$ cat src/rtl/div_sched.sv
// ----------------------------------------------------------------------------
// div_sched
//
// Round-robin front end that lets NREQ requesters share one iterative
// 64/32 restoring divider. The winner's operands and id are latched, and
// the divider is started by pulsing its reset. The scheduler then waits for
// fin and returns the result tagged with the requester id. Divide-by-zero is
// answered locally without touching the divider. A divider that never
// finishes is aborted after TMO cycles with an error response.
//
// Ports
//   clk, reset            clock and synchronous active-high reset
//   req                   one request bit per requester, held until its gnt
//   req_dvdend/req_dvsor  packed per-requester operands
//   gnt                   one-hot single-cycle grant pulse
//   busy                  FSM is not idle
//   rsp_valid             single-cycle response strobe
//   rsp_id/quot/rem       response fields, held until the next response
//   rsp_dz/rsp_err        divide-by-zero / timeout flags
//   div_reset             divider start strobe (also high during reset)
//   div_dvdend/div_dvsor  operands presented to the divider
//   div_fin/quot/rem      divider completion and results
// ----------------------------------------------------------------------------
module div_sched #(
   parameter int NREQ = 4,
   parameter int IDW  = 2,
   parameter int DW   = 32,
   parameter int TMO  = 64
) (
   input  logic                   clk,
   input  logic                   reset,
   input  logic [NREQ-1:0]        req,
   input  logic [NREQ*2*DW-1:0]   req_dvdend,
   input  logic [NREQ*DW-1:0]     req_dvsor,
   output logic [NREQ-1:0]        gnt,
   output logic                   busy,
   output logic                   rsp_valid,
   output logic [IDW-1:0]         rsp_id,
   output logic [DW-1:0]          rsp_quot,
   output logic [2*DW-1:0]        rsp_rem,
   output logic                   rsp_dz,
   output logic                   rsp_err,
   output logic                   div_reset,
   output logic [2*DW-1:0]        div_dvdend,
   output logic [DW-1:0]          div_dvsor,
   input  logic                   div_fin,
   input  logic [DW-1:0]          div_quot,
   input  logic [2*DW-1:0]        div_rem
);

   localparam logic [1:0] ST_IDLE  = 2'd0;
   localparam logic [1:0] ST_START = 2'd1;
   localparam logic [1:0] ST_WAIT  = 2'd2;
   localparam logic [1:0] ST_RESP  = 2'd3;

   localparam int TW = $clog2(TMO + 1);

   logic [1:0]      r_state;
   logic [IDW-1:0]  r_ptr;
   logic [IDW-1:0]  r_id;
   logic [2*DW-1:0] r_dvdend;
   logic [DW-1:0]   r_dvsor;
   logic [NREQ-1:0] r_gnt;
   logic [TW-1:0]   r_tmo;
   logic [IDW-1:0]  r_rspId;
   logic [DW-1:0]   r_quot;
   logic [2*DW-1:0] r_rem;
   logic            r_dz;
   logic            r_err;

   logic            w_found;
   logic [IDW-1:0]  w_win;
   logic [IDW-1:0]  w_nextPtr;
   logic [2*DW-1:0] w_selDvdend;
   logic [DW-1:0]   w_selDvsor;

   // Index that lies 'offset' positions after 'base', wrapping modulo NREQ.
   // Works for any NREQ, not only powers of two.
   function automatic logic [IDW-1:0] rrIndex(input logic [IDW-1:0] base, input int offset);
      int s;
      s = int'(base) + offset;
      if (s >= NREQ) s = s - NREQ;
      return s[IDW-1:0];
   endfunction

   // Round-robin pick: the first requester at or after the pointer wins.
   always_comb begin
      w_found = 1'b0;
      w_win   = '0;
      for (int i = 0; i < NREQ; i++) begin
         if (!w_found && req[rrIndex(r_ptr, i)]) begin
            w_found = 1'b1;
            w_win   = rrIndex(r_ptr, i);
         end
      end
   end

   assign w_nextPtr   = rrIndex(w_win, 1);
   assign w_selDvdend = req_dvdend[int'(w_win)*2*DW +: 2*DW];
   assign w_selDvsor  = req_dvsor[int'(w_win)*DW +: DW];

   // Main FSM. Grants are registered, so a grant appears in the cycle after
   // arbitration. That cycle is START for a real divide and RESP for a
   // divide-by-zero, which makes gnt and rsp_valid coincide in the latter.
   // Response fields are only written on the way into RESP, so they hold
   // their last values in between.
   always_ff @(posedge clk) begin
      if (reset) begin
         r_state  <= ST_IDLE;
         r_ptr    <= '0;
         r_id     <= '0;
         r_dvdend <= '0;
         r_dvsor  <= '0;
         r_gnt    <= '0;
         r_tmo    <= '0;
         r_rspId  <= '0;
         r_quot   <= '0;
         r_rem    <= '0;
         r_dz     <= 1'b0;
         r_err    <= 1'b0;
      end else begin
         r_gnt <= '0;
         case (r_state)
            ST_IDLE: begin
               if (w_found) begin
                  r_id     <= w_win;
                  r_dvdend <= w_selDvdend;
                  r_dvsor  <= w_selDvsor;
                  r_ptr    <= w_nextPtr;
                  r_gnt    <= {{(NREQ-1){1'b0}}, 1'b1} << w_win;
                  if (w_selDvsor == '0) begin
                     r_state <= ST_RESP;
                     r_rspId <= w_win;
                     r_quot  <= '1;
                     r_rem   <= w_selDvdend;
                     r_dz    <= 1'b1;
                     r_err   <= 1'b0;
                  end else begin
                     r_state <= ST_START;
                  end
               end
            end
            ST_START: begin
               r_state <= ST_WAIT;
               r_tmo   <= '0;
            end
            ST_WAIT: begin
               if (div_fin) begin
                  r_state <= ST_RESP;
                  r_rspId <= r_id;
                  r_quot  <= div_quot;
                  r_rem   <= div_rem;
                  r_dz    <= 1'b0;
                  r_err   <= 1'b0;
               end else if (r_tmo == TW'(TMO - 1)) begin
                  r_state <= ST_RESP;
                  r_rspId <= r_id;
                  r_quot  <= '0;
                  r_rem   <= '0;
                  r_dz    <= 1'b0;
                  r_err   <= 1'b1;
               end else begin
                  r_tmo <= r_tmo + 1'b1;
               end
            end
            ST_RESP: begin
               r_state <= ST_IDLE;
            end
            default: begin
               r_state <= ST_IDLE;
            end
         endcase
      end
   end

   assign gnt        = r_gnt;
   assign busy       = (r_state != ST_IDLE);
   assign rsp_valid  = (r_state == ST_RESP);
   assign rsp_id     = r_rspId;
   assign rsp_quot   = r_quot;
   assign rsp_rem    = r_rem;
   assign rsp_dz     = r_dz;
   assign rsp_err    = r_err;
   // The divider is held in reset while we are, and restarted from START.
   assign div_reset  = reset | (r_state == ST_START);
   assign div_dvdend = r_dvdend;
   assign div_dvsor  = r_dvsor;

endmodule
$ cat config.mk
export PLATFORM = sky130hd
export DESIGN_NAME = div_sched
export DESIGN_NICKNAME = d
export VERILOG_FILES = /design/src/rtl/div_sched.sv
export SDC_FILE = /design/constraint.sdc
export NUM_CORES = 1
export LEC_CHECK = 0
export ABC_AREA = 1
export CORE_AREA = 2 2 272 274
export DETAILED_ROUTE_END_ITERATION = 8
export DIE_AREA = 0 0 274 276
export GPL_TIMING_DRIVEN = 1
export HOLD_SLACK_MARGIN = 0.08
export MAX_ROUTING_LAYER = met4
export PLACE_DENSITY = 0.48
export RECOVER_POWER = 100
export SYNTH_ARGS = -nofsm -noshare
export SYNTH_HDL_FRONTEND = slang
export SYNTH_SLANG_ARGS = --single-unit
$ cat constraint.sdc
create_clock -name clk -period 2.87 [get_ports clk]
set_input_delay 0.861 -clock clk [delete_from_list [all_inputs] [get_ports clk]]
set_output_delay 0.861 -clock clk [all_outputs]
set_load 0.01 [all_outputs]
; Word-level counts from Yosys, hierarchy flattened
; Index checks and enable logic that the tools add are counted.
[word_totals]
register_bits = 213
latchBits = 0
ramBits = 0
mem_bits_ro = 0
in_bits = 487
out_inout_bits = 203
word_cells = 116
mem_count = 0
[op_classes]
addsub = 10
mul = 0
n_div = 0
order_cmp = 9
n_eq_ne = 9
n_shift = 3
mux = 54
n_bitwise = 3
n_reduce_logical = 16
[ops]
columns = cell, n
row1 = $mux W64, 4
row2 = $shiftx A256 B9 Y64, 1
row3 = $mux W32, 4
row4 = $pmux W64 S2, 1
row5 = $shiftx A128 B8 Y32, 1
row6 = $pmux W32 S2, 1
row7 = $mux W2, 17
row8 = $logic_not A32 Y1, 1
row9 = $mux W1, 16
row10 = $mux W7, 2
row11 = $pmux W7 S2, 1
row12 = $ge A3 B3 Y1 const B, 4
row13 = $lt A2 B3 Y1 const B, 4
row14 = $sub A2 B1 Y2 const B, 5
row15 = $bmux W1 S2, 4
row16 = $ne A2 B2 Y1 const B, 4
row17 = $pmux W2 S4, 1
row18 = $add A7 B1 Y7 const B, 1
row19 = $eq A7 B6 Y1 const B, 1
row20 = $add A2 B1 Y3 const B, 2
row21 = $add A2 B2 Y3 const B, 2
row22 = $reduce_bool A2 Y1, 3
row23 = $eq A2 B2 Y1 const B, 2
row24 = $pmux W1 S2, 2
row25 = other kinds (14), 20

; Longest topological paths before layout
; Gate-level depths: netlist (run 1).
[logic_depth]
word_depth = 19
mapped_depth = 27
ltp_nobuf = 23

; Worst setup path before layout (run 1)
; Ideal clock, no wire load.
[synth_path]
path_type = input port to flip-flop
startpoint = in req[3]
endpoint = reg r_quot[10], in the netlist rsp_quot[10]
setup_ns = 0.113
t_arrival_ns = 2.904
required_ns = 2.757
path_slack_ns = -0.147
cell_stages = 22
n_path_buf = 4
cell_sequence = inv_1 > nand2_1 > nand3_1 > nand2_2 > nor2_4 > nand3_2 > buf_6 > buf_2 > nand3_1 > nand3_1 > nand2_1 > nand2_1 > nor2_1 > nand2_1 > nor2_1 > nand2_1 > nand2_4 > nand2_1 > buf_4 > buf_2 > nor2_1 > nor2_1
[synth_via]
elab_chain_len = 16
elab_cells_between_ends = 27
classes_between = eq/ne: 2 / shift: 1 / mux: 16 / reduce/logical: 8
[synth_rtl]
columns = item, line
row1 = from (decl), 32  ; input logic [NREQ-1:0] req,
row2 = $bmux W1 S2, 91  ; if (!w_found && req[rrIndex(r_ptr, i)]) begin
row3 = $mux W1 (not written as such), 91
row4 = $mux W1, 91
row5 = $logic_not A1 Y1, 91
row6 = $logic_and A1 B1 Y1, 91
row7 = $mux W1, 91
row8 = $logic_not A1 Y1, 91
row9 = $logic_and A1 B1 Y1, 91
row10 = $mux W1, 91
row11 = $logic_not A1 Y1, 91
row12 = $logic_and A1 B1 Y1, 91
row13 = $mux W2, 91
row14 = $shiftx A128 B8 Y32, 100  ; assign w_selDvsor = req_dvsor[int'(w_win)*DW +: DW];
row15 = $logic_not A32 Y1, 131  ; if (w_selDvsor == '0) begin
row16 = $ne A2 B2 Y1 (no source line), n/a
row17 = $reduce_and A4 Y1 (no source line) (*), n/a
row18 = to (signal assigned), 151  ; r_quot <= div_quot;
row19 = to (decl), 66  ; logic [DW-1:0] r_quot;
; Mark *: on every way between the ends. The rest lies on a longest branch, timed or not. The select of a mux whose other input is x is not followed.
; A chain may end at the register's enable or synchronous reset.

; Worst setup path in the final report (run 1)
[layout_path]
startpoint = in req[0]
endpoint = reg r_quot[3], in the netlist rsp_quot[3]
; The elaborated chain is that of the path after synthesis.

==> flow_summary_export.csv, run 1 <==
group,metric,value,unit
outcome,status,"complete, but fails checks",
outcome,violations,"setup timing",
finish,drive_above_1_share,14.0,%
logic_synthesis,synthFlopType,"dfxtp_1",
worst_setup_path,crit_path_end_kind,"register",
worst_setup_path,slowest_stage,"dlygate4sd2_1",
sta,fmax,310,MHz
placed_design,post-dp-hpwl,52.1,mm
logic_synthesis,synth_top_area_share,32.6,%
grt,grt_max_degree,103,
placed_design,place_congestion,0.909,
die,io_pins,690,
grt,grt_pass1_wl,99.7,mm
logic_synthesis,synth_edf_count,0,
die,die_area,75600,um^2
worst_setup_path,crit_top_cell,"nand2_1",
cts,clk_latency,0.59,ns
worst_setup_path,start_kind,"input pin",
logic_synthesis,async_flop_share,0,%
worst_setup_path,reg2reg_slack,-0.30,ns
power_and_ir_drop,p_int,18.5,mW
detailed_routing,drtPass1Iterations,5,
logic_synthesis,ys_types,28,
min_path,hold_depth,2,
cts,cts_sinks,213,
worst_setup_path,worst-path-max-fanout,14,
cts,cts_root_buffer,"clkbuf_16",
power_and_ir_drop,powerDensity,1410,nW/um^2
detailed_routing,routedWlPerCell,17.7,um
detailed_routing,num_vias,16600,
detailed_routing,drc,0,
die,rows,99,
detailed_routing,ant_nets,0,
die,fp.coreArea,72600,um^2
grt,overflow,0,
die,start_util,18.0,%
logic_synthesis,synth.net_count,2648,
sta,skew,0.0241,ns
finish,nets,3436,
worst_setup_path,worst-path-buf-inv,6,
logic_synthesis,syn_area,13100,um^2
logic_synthesis,yosysTopAreaCell,"dfxtp_1",
power_and_ir_drop,p_switching,16.0,mW
worst_setup_path,arrival,3.74,ns
worst_setup_path,cp.required,3.38,ns
detailed_routing,first_iter_violations,839,
sta,timing.slew.headroom,52.6,%
logic_synthesis,ys_top_cells_by_area,"dfxtp_1, nand2_1, a21oi_1, nand3_1, inv_1",
power_and_ir_drop,ir_worst_vdd,801,uV
die,die_h,276,um
sta,worst_pin_slew,0.711,ns
worst_setup_path,crit_chain,"dlygate4sd2_1 -> inv_2 -> nand2_2 -> nand3_2 -> nand2_4 -> nor2_4 -> nand3_4 -> buf_4 -> clkbuf_16 -> nand3_1 -> nand3_1 -> nand2_2 -> nand2_1 -> nor2_2 -> nand2_1 -> nor2_2 -> nand2_4 -> nand2_8 -> nand2_8 -> clkbuf_16 -> clkbuf_16 -> nand2_1 -> nand2_1 -> nor2_1",
worst_setup_path,r2r-end,"rsp_quot[3]",
logic_synthesis,yosysMostFrequentCell,"nand2_1",
sta,drv_slew,0,
logic_synthesis,synthCells,2155,
worst_setup_path,crit_family,"simple AND/OR/NAND/NOR gates",
worst_setup_path,reg2reg_from,"r_ptr[0]",
cts,cts_tree,"built",
sta,timing.setup.tns,-30.14,ns
cts,cts_hold_repair.buffers,0,
sta,hold_violations,0,
logic_synthesis,synth_seq_cells,213,
min_path,hp-class,"register to register",
worst_setup_path,path_class,"input pin to register",
die,die_w,274,um
power_and_ir_drop,power.leakage,10.8,nW
sta,grt_setup_unrepaired,"true",
finish,syn_to_final_growth,87.4,%
finish,final_cells,3927,
sta,finalCriticalPeriod,3.23,ns
grt,first_global_vias,15700,
power_and_ir_drop,combPwrFrac,74.9,%
detailed_routing,vias_per_cell,4.23,
flow_run,drv_cap,0,
logic_synthesis,syn_avg_cell_area,6.07,um^2
logic_synthesis,seq_area_frac_synth,32.6,%
placed_design,dp_slack,-1.47,ns
logic_synthesis,ys_warn_count,0,
power_and_ir_drop,power,34.5,mW
sta,final.period_utilization,112,%
worst_setup_path,cp_slowest_stage_delay,0.25,ns
detailed_routing,drt-total-wl,69.3,mm
sta,fin_ws,-0.356,ns
cts,htreeDepth,1,
cts,path_clk_slew,0.06,ns
min_path,hold_end,"r_tmo[5]",
placed_design,io_buffers,689,
sta,final-setup-viol-count,108,
min_path,hp-start,"r_tmo[5]",
placed_design,dp.cells,3839,
cts,cts_made_buffers,29,
power_and_ir_drop,swShare,46.5,%
power_and_ir_drop,seq_power_share,14.3,%
worst_setup_path,worstRegToRegCells,23,
logic_synthesis,synthTopCellsByCount,"nand2_1, inv_1, dfxtp_1",
grt,antenna_found_initial,1,
power_and_ir_drop,pwr-share-clk,10.8,%
cts,clockBufferDepth,3,
finish,post-route-util,33.8,%
grt,track_usage,17.6,%
[placed cells by master, fill, tap and decap left out, types with 4 or more instances in the layout]
master,instances
clkdlybuf4s50_1,682
nand2_1,609
dfxtp_1,211
inv_1,208
a21oi_1,187
buf_4,179
nand3_1,175
nor2_1,151
o21ai_0,133
o211ai_1,96
nand3b_1,67
nand2_2,46
buf_12,42
clkbuf_16,39
nand3_2,24
a21oi_2,15
buf_6,10
clkbuf_1,9
nand2_4,7
inv_2,6
nor2_2,6
clkbuf_8,6
ha_1,5
inv_6,4
o21ai_1,4
clkinv_2,4
[logic make-up (layout without fill, tap and decap cells)]
logic type | Yosys count | count (layout) | share of synthesized area (%)
adders and majority gates | 6 | 6 | 0.574
and+or+nand+nor | 1095 | 1095 | 35.6
buffers and inverters | 399 | 1210 | 12.3
xor gates and xnor gates | 2 | 2 | 0.134
AOI/OAI and AO/OA | 440 | 440 | 18.8
other | 0 | 2 | 0
DFF | 213 | 213 | 32.6
[worst register-to-register path, delay by kind of cell, from the launching register on]
kind                   cells  cell delay, ns
and+or+nand+nor           18            1.87
buffers and inverters      5            0.85
DFF                        1            0.41
[flip-flops by register name, indices dropped and copies added (netlist names)]
name,cells
r_ptr,2
r_id,2
r_tmo,7
rsp_quot,32
rsp_dz,1
gnt,4
div_dvsor,32
rsp_err,1
r_state,2
div_dvdend,64
rsp_rem,64
rsp_id,2
[through the flow]
stage	cell area, um^2	hold slack [ns]
4_1_cts	23800	0.466
5_1_grt	24500	0.491
3_3_place_gp	22700	0.453
3_5_place_dp	22700	0.454
6_report	24500	0.466
2_1_floorplan	13300	0.439
[routing by layer]
layer | wire length (um) | track usage [%] | vias to the layer above
met5 | 0 | - | -
met4 | 1260 | 3.32 | 0
met3 | 3800 | 3.07 | 68
met2 | 33700 | 29.4 | 442
met1 | 30600 | 22.3 | 7556
li1 | - | - | 8553
[power groups by stage]
| stage | sequential (mW) | combinational, mW | clock [mW] |
|---|---|---|---|
| after floorplan | 5.40 | 11.3 | 0 |
| after global placement | 4.95 | 24.0 | 0 |
| after detailed placement | 4.96 | 23.9 | 0 |
| after CTS | 4.92 | 24.6 | 3.90 |
| after global routing | 5.08 | 28.2 | 3.98 |
| final | 4.93 | 25.8 | 3.72 |
[worst max-delay path by stage]
| stage | end | cells after the start | from |
|---|---|---|---|
| floorplan | rsp_quot[11] | 24 | req[3] |
| detailed placement | rsp_rem[19] | 26 | req[3] |
| global route | rsp_quot[18] | 27 | r_ptr[0] |
| global placement | rsp_rem[23] | 23 | req[3] |
| CTS | rsp_rem[36] | 24 | r_ptr[0] |
| finish | rsp_quot[3] | 24 | req[0] |
[what timing repair did]
action,CTS,global route
cloned,2,10
hold endpoints to repair,0,0
pin swaps,11,46
resized for setup,33,97
setup endpoints to repair,165,150
setup buffers,5,15
[layout make-up]
| cell class | count | area, um^2 |
|---|---|---|
| flip-flops and latches | 213 | 4270 |
| multi-input cells | 1543 | 7630 |
| inverters | 220 | 866 |
| repair buffers | 936 | 9590 |
| clock inverters | 10 | 114 |
| well taps | 959 | 1200 |
| fillers | 7958 | 48100 |
| diodes | 2 | 5.00 |
| clock buffers | 44 | 842 |
No activity file was read; power rests on OpenSTA's default activity.
==> inputs of run 2 (changes only) <==
- GPL_ROUTABILITY_DRIVEN: unset -> 1
==> results of run 2 <==
The final DEF is identical to that of run 1; final timing and power are the same.
==> inputs of run 3 (changes only) <==
- SKIP_LAST_GASP: unset -> 1
- TNS_END_PERCENT: unset -> 20
- clock period: 2.87 -> 2.9 ns (I/O delays scaled with it)
==> flow_summary_export.csv, run 3 (synthesis gave the netlist of run 1 again) <==
group,metric,value,unit
worst_setup_path,cp.required,3.37,ns
power_and_ir_drop,ir_worst_vdd,585,uV
grt,track_usage,18.4,%
die,die_h,276,um
worst_setup_path,crit_path_end_kind,"register",
sta,final.period_utilization,109,%
cts,cts_made_buffers,30,
worst_setup_path,arrival,3.62,ns
die,io_pins,690,
placed_design,dp.cells,3828,
grt,grtUsageMet3,3.51,%
min_path,hp-start,"r_id[1]",
finish,post-route-util,34.0,%
grt,grt_util_met1,22.7,%
worst_setup_path,worst-path-max-fanout,8,
cts,cts_root_buffer,"clkbuf_16",
power_and_ir_drop,power.leakage,10.8,nW
worst_setup_path,worstRegToRegCells,24,
sta,worst_pin_slew,0.741,ns
outcome,status,"complete, but fails checks",
sta,fin_ws,-0.253,ns
worst_setup_path,reg2reg_slack,-0.25,ns
placed_design,dp_slack,-1.16,ns
sta,timing.slew.headroom,50.6,%
flow_run,drv_cap,0,
detailed_routing,drc,0,
die,die_w,274,um
finish,syn_to_final_growth,88.6,%
finish,n_fill_cell,7909,
placed_design,post-dp-hpwl,52.9,mm
grt,antenna_found_initial,12,
sta,timing.setup.tns,-22.14,ns
detailed_routing,routedWlPerCell,18.2,um
die,fp.coreArea,72600,um^2
sta,drv_slew,0,
finish,final_cells,3937,
finish,fin_area,24700,um^2
worst_setup_path,slowest_stage,"nand3_4",
worst_setup_path,r2r-end,"rsp_rem[25]",
finish,drive_above_1_share,14.5,%
power_and_ir_drop,powerDensity,1410,nW/um^2
placed_design,post_dp_cell_area,22600,um^2
min_path,hold_depth,2,
min_path,hp-class,"register to register",
sta,finalCriticalPeriod,3.15,ns
detailed_routing,drtPass1Iterations,6,
worst_setup_path,path_class,"input pin to register",
sta,grt_setup_unrepaired,"true",
grt,met2_usage,30.1,%
worst_setup_path,crit_chain,"dlygate4sd2_1 -> nand2_1 -> nand2_1 -> nand2_1 -> nand2_2 -> nor2_4 -> nand3_4 -> nand3_4 -> buf_12 -> clkinv_8 -> nand2_1 -> nand3_1 -> nand2_2 -> nand2_1 -> nor2_1 -> nand2_1 -> nor2_2 -> nand2_2 -> nand2_8 -> buf_12 -> clkbuf_16 -> nand3b_1 -> nand2_1 -> nor2_1",
grt,first_global_vias,16100,
grt,grt_pass1_wl,103,mm
detailed_routing,num_vias,16900,
detailed_routing,ant_nets,0,
placed_design,place_congestion,0.926,
cts,clk_latency,0.59,ns
sta,skew,0.0323,ns
detailed_routing,first_iter_violations,1022,
die,start_util,18.0,%
worst_setup_path,reg2reg_from,"r_ptr[0]",
finish,final_cell_mix,"clkdlybuf4s50_1, nand2_1, dfxtp_1",
placed_design,io_buffers,689,
sta,final-setup-viol-count,115,
worst_setup_path,cp_slowest_stage_delay,0.26,ns
grt,grt_busiest_layer,"met2",
worst_setup_path,crit_top_cell,"nand2_1",
grt,grt_max_degree,168,
die,rows,99,
grt,overflow,0,
cts,cts_tree,"built",
sta,fmax,317,MHz
sta,hold_ws,0.470,ns
min_path,hold_end,"r_id[1]",
finish,mostFrequentLayoutCell,"clkdlybuf4s50_1",
cts,path_clk_slew,0.06,ns
finish,nets,3440,
cts,clockBufferDepth,3,
die,die_area,75600,um^2
sta,hold_violations,0,
cts,cts_sinks,213,
detailed_routing,drt-total-wl,71.6,mm
cts,htreeDepth,1,
power_and_ir_drop,power,34.8,mW
outcome,violations,"setup timing",
worst_setup_path,start_kind,"input pin",
detailed_routing,vias_per_cell,4.28,
## run 3: report_power, final
group | total (mW) | internal [mW] | switching [mW]
clock network | 3.93 | 2.41 | 1.52
registers | 4.84 | 4.20 | 0.642
logic | 26.0 | 12.2 | 13.9
total | 34.8 | 18.8 | 16.0
## run 3: final cells by class
class                   instances  area (um^2)  share of cell area [%]
diodes                          9         22.5                  0.0913
clock buffers                  46          911                    3.69
clock inverters                 8          133                   0.538
inverters                     220          868                    3.52
multi-input cells            1543         7660                    31.1
flip-flops and latches        213         4270                    17.3
well taps                     959         1200                    4.86
repair buffers                938         9600                    38.9
repair inverters                1         8.76                  0.0355
## run 3: what timing repair did
item | 4_1_cts | 5_1_grt
setup buffers | 20 | 13
resized for setup | 76 | 77
gates cloned | 8 | 7
setup endpoints to repair | 142 | 137
hold buffers | 0 | 0
pin swaps | 29 | 32
## run 3: per-layer routing
layer  share of wire [%]  routed length [um]  up-vias
met1                  43               30500     7625
met4                 3.3                2350        0
met5                   0                   0        -
met2                  48               34300      535
met3                 6.3                4510      115
li1                    -                   -     8576
## run 3: worst max-delay path by stage
| stage | slack, ns | to | depth (start not counted) | startpoint |
|---|---|---|---|---|
| 2_1_floorplan | -0.01 | rsp_quot[11] | 24 | req[3] |
| 3_3_place_gp | -1.15 | rsp_rem[40] | 22 | req[3] |
| 3_5_place_dp | -1.16 | rsp_rem[25] | 22 | req[3] |
| 4_1_cts | -0.16 | rsp_rem[6] | 23 | req[0] |
| 5_1_grt | -0.46 | rsp_rem[28] | 26 | r_ptr[0] |
| 6_report | -0.25 | rsp_rem[25] | 24 | req[1] |
## run 3: critical path, delay by kind of cell
family	cells	cell delay, ns
AND/OR/NAND/NOR	19	1.90
buffers and inverters	5	0.82
